--- src/rtl/three_by_three_systolic_array.sv ---
// 3x3 weight-stationary systolic tile: 2x2 valid cross-correlation of a 4x4 image
// with a 3x3 kernel. It runs once after each reset release.
module three_by_three_systolic_array #(
  parameter int DW = 8
) (
  input  logic          clk,
  input  logic          rst,
  input  logic [DW-1:0] i00, i01, i02, i03,
  input  logic [DW-1:0] i10, i11, i12, i13,
  input  logic [DW-1:0] i20, i21, i22, i23,
  input  logic [DW-1:0] i30, i31, i32, i33,
  input  logic [DW-1:0] f00, f01, f02,
  input  logic [DW-1:0] f10, f11, f12,
  input  logic [DW-1:0] f20, f21, f22,
  output logic [DW-1:0] o00,
  output logic [DW-1:0] o01,
  output logic [DW-1:0] o10,
  output logic [DW-1:0] o11
);

  localparam int AW = 20;

  logic [DW-1:0]   w_img_in [4][4];
  logic [DW-1:0]   w_ker_in [3][3];
  logic [DW-1:0]   w_feed   [3];
  logic [DW-1:0]   w_x_in   [3][3];
  logic [AW-1:0]   w_ps_in  [3][3];
  logic [2*DW-1:0] w_prod   [3][3];
  logic [AW-1:0]   w_col_sum;
  logic [DW-1:0]   w_result;

  logic [3:0]      r_cnt;
  logic [DW-1:0]   r_img [4][4];
  logic [DW-1:0]   r_w   [3][3];
  logic [DW-1:0]   r_x   [3][3];
  logic [AW-1:0]   r_ps  [3][3];
  logic [DW-1:0]   r_hold;
  logic [DW-1:0]   r_o00, r_o01, r_o10, r_o11;

  assign w_img_in = '{'{i00, i01, i02, i03}, '{i10, i11, i12, i13},
                      '{i20, i21, i22, i23}, '{i30, i31, i32, i33}};
  assign w_ker_in = '{'{f00, f01, f02}, '{f10, f11, f12}, '{f20, f21, f22}};

  // Array row r streams image rows r (pass 0) then r+1 (pass 1), right-to-left,
  // starting at cnt==2+r. Because of that reversal, every column bottom holds its
  // term for the same output at the same cycle.
  always_comb begin
    logic [3:0] s;
    for (int r = 0; r < 3; r++) begin
      w_feed[r] = '0;
      s = r_cnt - 4'(2 + r);
      if (r_cnt >= 4'(2 + r) && s < 4'd8)
        w_feed[r] = r_img[2'(r) + {1'b0, s[2]}][2'd3 - s[1:0]];
    end
  end

  always_comb begin
    for (int r = 0; r < 3; r++) begin
      w_x_in[r][0]  = w_feed[r];
      w_x_in[r][1]  = r_x[r][0];
      w_x_in[r][2]  = r_x[r][1];
      w_ps_in[0][r] = '0;
    end
    for (int r = 1; r < 3; r++)
      for (int c = 0; c < 3; c++)
        w_ps_in[r][c] = r_ps[r-1][c];
    for (int r = 0; r < 3; r++)
      for (int c = 0; c < 3; c++)
        w_prod[r][c] = (2*DW)'(w_x_in[r][c]) * (2*DW)'(r_w[r][c]);
  end

  assign w_col_sum = r_ps[2][0] + r_ps[2][1] + r_ps[2][2];
  assign w_result  = w_col_sum[DW-1:0];

  // NOTE: the capture and PE arrays are small flop banks, so they are reset like
  // any other register. They are not inferred as RAM.
  always_ff @(posedge clk or negedge rst) begin
    if (!rst) begin
      r_cnt <= '0;
      for (int r = 0; r < 4; r++)
        for (int c = 0; c < 4; c++)
          r_img[r][c] <= '0;
      for (int r = 0; r < 3; r++)
        for (int c = 0; c < 3; c++) begin
          r_w[r][c]  <= '0;
          r_x[r][c]  <= '0;
          r_ps[r][c] <= '0;
        end
    end else begin
      if (r_cnt != 4'd15) r_cnt <= r_cnt + 4'd1;
      if (r_cnt == 4'd0) begin
        r_img <= w_img_in;
        r_w   <= w_ker_in;
      end
      for (int r = 0; r < 3; r++)
        for (int c = 0; c < 3; c++) begin
          r_x[r][c]  <= w_x_in[r][c];
          r_ps[r][c] <= w_ps_in[r][c] + AW'(w_prod[r][c]);
        end
    end
  end

  // The column-1 result of each pass lands one cycle before column 0. It is held
  // so that both outputs of a pass update on the same edge.
  always_ff @(posedge clk or negedge rst) begin
    if (!rst) begin
      r_hold <= '0;
      r_o00  <= '0;
      r_o01  <= '0;
      r_o10  <= '0;
      r_o11  <= '0;
    end else begin
      if (r_cnt == 4'd7 || r_cnt == 4'd11) r_hold <= w_result;
      if (r_cnt == 4'd8) begin
        r_o00 <= w_result;
        r_o01 <= r_hold;
      end
      if (r_cnt == 4'd12) begin
        r_o10 <= w_result;
        r_o11 <= r_hold;
      end
    end
  end

  assign o00 = r_o00;
  assign o01 = r_o01;
  assign o10 = r_o10;
  assign o11 = r_o11;

endmodule

--- config.mk ---
export PLATFORM = sky130hd
export DESIGN_NAME = three_by_three_systolic_array
export DESIGN_NICKNAME = d
export VERILOG_FILES = /design/src/rtl/three_by_three_systolic_array.sv
export SDC_FILE = /design/constraint.sdc
export NUM_CORES = 1
export LEC_CHECK = 0
export ABC_AREA = 1
export BUFFER_PORTS_ARGS = -buffer_cell sky130_fd_sc_hd__buf_2
export CAP_MARGIN = 10
export CORE_ASPECT_RATIO = 0.9
export CORE_MARGIN = 2
export CORE_UTILIZATION = 55
export CTS_CLUSTER_SIZE = 40
export DETAILED_ROUTE_END_ITERATION = 16
export GPL_TIMING_DRIVEN = 0
export PLACE_DENSITY_LB_ADDON = 0.2
export SYNTH_ARGS = -nofsm -noshare
export SYNTH_HDL_FRONTEND = slang
export SYNTH_SLANG_ARGS = --single-unit
--- constraint.sdc ---
create_clock -name clk -period 5.02 [get_ports clk]
set_clock_uncertainty 0.05 [all_clocks]
set_input_delay 0.251 -clock clk [delete_from_list [all_inputs] [get_ports clk]]
set_output_delay 0.251 -clock clk [all_outputs]
set_load 0.005 [all_outputs]
==> flow_summary_export.csv <==
group,metric,value,unit
status,outcome,"finished with violations",
status,violations,"setup timing",
global_routing,grt_pass1_wl,112,mm
drt,drt_iter0_markers,1487,
yosys,ys_top_cells_by_area,"dfrtp_1 38%, fa_1 13%, ha_1 8.6%, inv_1 8.4%, nand2_1 7.2%",
setup_path,timing.rr.start,"r_cnt[1]",
final_layout,fin_nets,3711,
setup_path,critPathLaunchType,"flop",
global_routing,grt_overflow,0,
global_routing,grt_start_max_net_pins,126,
power_and_ir_drop,power_frac_clock,43.5,%
setup_path,reg2reg_to,"r_ps[167]",
yosys,async_reset_ff_share,100,%
drt,drt_pass1_iterations,7,
drt,vias,20158,
timing,slew-limit-headroom,30.0,%
clocking,cts_inserted_buffers,41,
drt,met1_length,28.5,mm
setup_path,path_buf_inv,8,
timing,period_minus_slack,5270,ps
yosys,yosys_warnings,0,
power_and_ir_drop,seqPwrFrac,46.0,%
yosys,ys_types,41,
yosys,syn_area_per_cell,9.13,um^2
floorplanning,die_w,225,um
yosys,yosys.area.top_type,"dfrtp_1",
yosys,yosysTopAreaCellShare,37.8,%
power_and_ir_drop,power.internal,5.46,mW
drt,top_layer,"met4",
placed_design,hpwl,50.5,mm
setup_path,worst_path_largest_cell_delay,530,ps
timing,max_freq,190,MHz
floorplanning,die_h,203,um
placed_design,gp_congestion,0.979,
drt,drc,0,
floorplanning,core,43100,um^2
timing,hold_slack,185,ps
floorplanning,initial_utilization,56.0,%
timing,rsz0062_at_grt,"true",
hold_path,hold_class,"input pin to async pin",
global_routing,grt_pass1_vias,21424,
drt,drt_wl_total,70.8,mm
clocking,insertion_delay,570,ps
drt,met2_length,35.1,mm
setup_path,cp.required,5420,ps
power_and_ir_drop,ir_drop,0.230,mV
timing,final_hold_viol_count,0,
setup_path,critPathMaxFanout,4,
power_and_ir_drop,power.density,234,nW/um^2
placed_design,io_buffers,233,
timing,fin_ws,-248,ps
floorplanning,io-pin-count,234,
floorplanning,dieArea,45500,um^2
power_and_ir_drop,switching_power,1.76,mW
setup_path,crit_type,"flop to flop",
clocking,cts.clk_slew.worst_paths,60,ps
drt,via_per_inst,5.34,
final_layout,antenna_cells,0,
clocking,cts.sinks,364,
drt,wl_met3,4.06,mm
final_layout,syn_to_final_growth,27.8,%
setup_path,r2r_slack,-250,ps
yosys,syn-cell-area,24100,um^2
timing,post-route-period-util,105,%
floorplanning,row_count,72,
setup_path,path_depth,29,
job,maxCapViolations,0,
power_and_ir_drop,comb_power_share,10.5,%
timing,tightest_slew,1050,ps
global_routing,grt.total_usage,31.8,%
placed_design,dp_slack,-1040,ps
clocking,root_buffer,"clkbuf_16",
timing,setup_viol,3,
yosys,synth_ff_type,"dfrtp_1",
setup_path,cp.arrival,5670,ps
drt,wl_per_cell,18.8,um
power_and_ir_drop,p_leak,16.3,nW
drt,final_antenna_net_count,0,
setup_path,cp-endpoint,"r_ps[167]",
yosys,syn_nets,3160,
clocking,ctsLongestPathBuffers,3,
setup_path,cp-end-kind,"flop",
yosys,synth_edf_count,0,
clocking,cts_tree,"done",
clocking,cts-htree-levels,2,
final_layout,drive_gt1_share,20.8,%
yosys,ys_seq_area_share,37.8,%
setup_path,critPathLaunch,"r_cnt[1]",
global_routing,antenna_found_initial,0,
setup_path,r2r_cells,29,
setup_path,path_delay_family,"adder cells",
timing,drv_slew,0,
setup_path,crit_slowest_cell,"fa_1",
power_and_ir_drop,swShare,24.4,%
yosys,ys_ff_latch,364,
yosys,syn_inst,2640,
==> logic make-up (layout without fill, tap and decap cells) <==
kind of cell / count (synthesis) / in the layout / share of synthesized area, %
mux: 119 / 119 / 5.56
flops: 364 / 364 / 37.8
compound gates: 275 / 275 / 6.10
xor+xnor: 137 / 137 / 5.16
simple gates: 780 / 780 / 13.5
fa+ha+maj: 318 / 318 / 21.2
buf+inv: 647 / 1227 / 10.6
==> worst min path at each step <==
stage                           end  slack, ps
after detailed placement  r_ps[127]        200
after CTS                 r_ps[127]        200
final                     r_ps[127]        190
after global placement      r_x[32]        360
after global routing        r_w[27]        240
after floorplan              o00[0]        -90
==> layout by cell type, fill, tap and decap left out, drive strengths merged, types with 6 or more instances in the layout <==
cell type | synthesis | routed
mux2 | 119 | 119
xnor2 | 66 | 66
nor2 | 164 | 164
nand2 | 465 | 465
fa | 152 | 152
xor2 | 68 | 68
o21ai | 100 | 100
nand3b | 6 | 6
ha | 166 | 166
clkbuf | 57 | 125
inv | 550 | 551
nand3 | 127 | 127
nand4 | 10 | 10
dlygate4sd3 | 0 | 201
buf | 39 | 342
o211ai | 29 | 29
a21oi | 141 | 141
dfrtp | 364 | 364
==> area by class of cell <==
| class | instances | area, um^2 |
|---|---|---|
| clock buffer | 64 | 1270 |
| tap | 555 | 694 |
| clock inverter | 8 | 123 |
| timing repair buffer | 509 | 3880 |
| buffer | 95 | 658 |
| multi-input combinational | 1629 | 13000 |
| sequential | 364 | 9110 |
| fill | 3165 | 12300 |
| inverter | 551 | 2100 |
==> Yosys cell counts (2+ instances only) <==
master	n
inv_2	9
o211ai_1	29
nand2_2	2
xor2_1	68
inv_1	540
dfrtp_1	364
nor2_4	3
mux2_2	119
o221ai_1	3
and3_1	2
xnor2_1	66
xnor3_1	2
buf_1	6
o21ai_0	98
ha_1	166
nor2_1	157
or2_1	2
nand3b_1	6
nand2_1	460
buf_4	4
nand3_2	8
buf_2	18
fa_1	152
buf_6	11
nand3_1	119
nand4_1	10
a21oi_1	140
nor2_2	4
nand2_4	3
clkbuf_1	57
o21ai_1	2
==> power groups by stage <==
stage	logic (mW)	clock network, mW	registers (mW)
3_5_place_dp	0.625	0	3.37
3_3_place_gp	0.596	0	3.36
5_1_grt	0.845	3.32	3.35
2_1_floorplan	0.246	0	3.35
6_report	0.759	3.14	3.32
4_1_cts	0.748	3.18	3.32
==> repair_timing <==
action,4_1_cts,5_1_grt
setup endpoints to repair,6,3
resized for setup,93,115
hold buffers,201,0
hold endpoints to repair,270,0
cloned,1,2
pin swaps,36,81
setup buffers,43,25
==> registers in the layout, summed over array words and instances, names as in the netlist <==
signal and count:
r_hold 8, o11 8, r_cnt 4, o00 8, r_x 48, r_ps 72
r_w 72, o01 8, o10 8, r_img 128
==> layer usage <==
metal / up-vias / track usage [%]
met5: - / 0
met4: 0 / 12.6
met3: 206 / 4.34
met2: 772 / 55.3
met1: 9973 / 40.3
li1: 9207 / -
==> through the flow <==
stage / instances / instance area [um^2] / utilization, % / TNS, ps / power [mW]
final: 3775 / 30800 / 71.5 / -649 / 7.22
after global routing: 3775 / 30800 / 71.5 / -1350 / 7.51
after CTS: 3749 / 30200 / 70.1 / -514 / 7.24
after detailed placement: 3432 / 26100 / 60.6 / -2690 / 3.99
after global placement: 3428 / 26000 / 60.4 / -1160840 / 3.96
after floorplan: 2640 / 24100 / - / -31.7 / 3.60
Power figures use the tool's default switching activity.
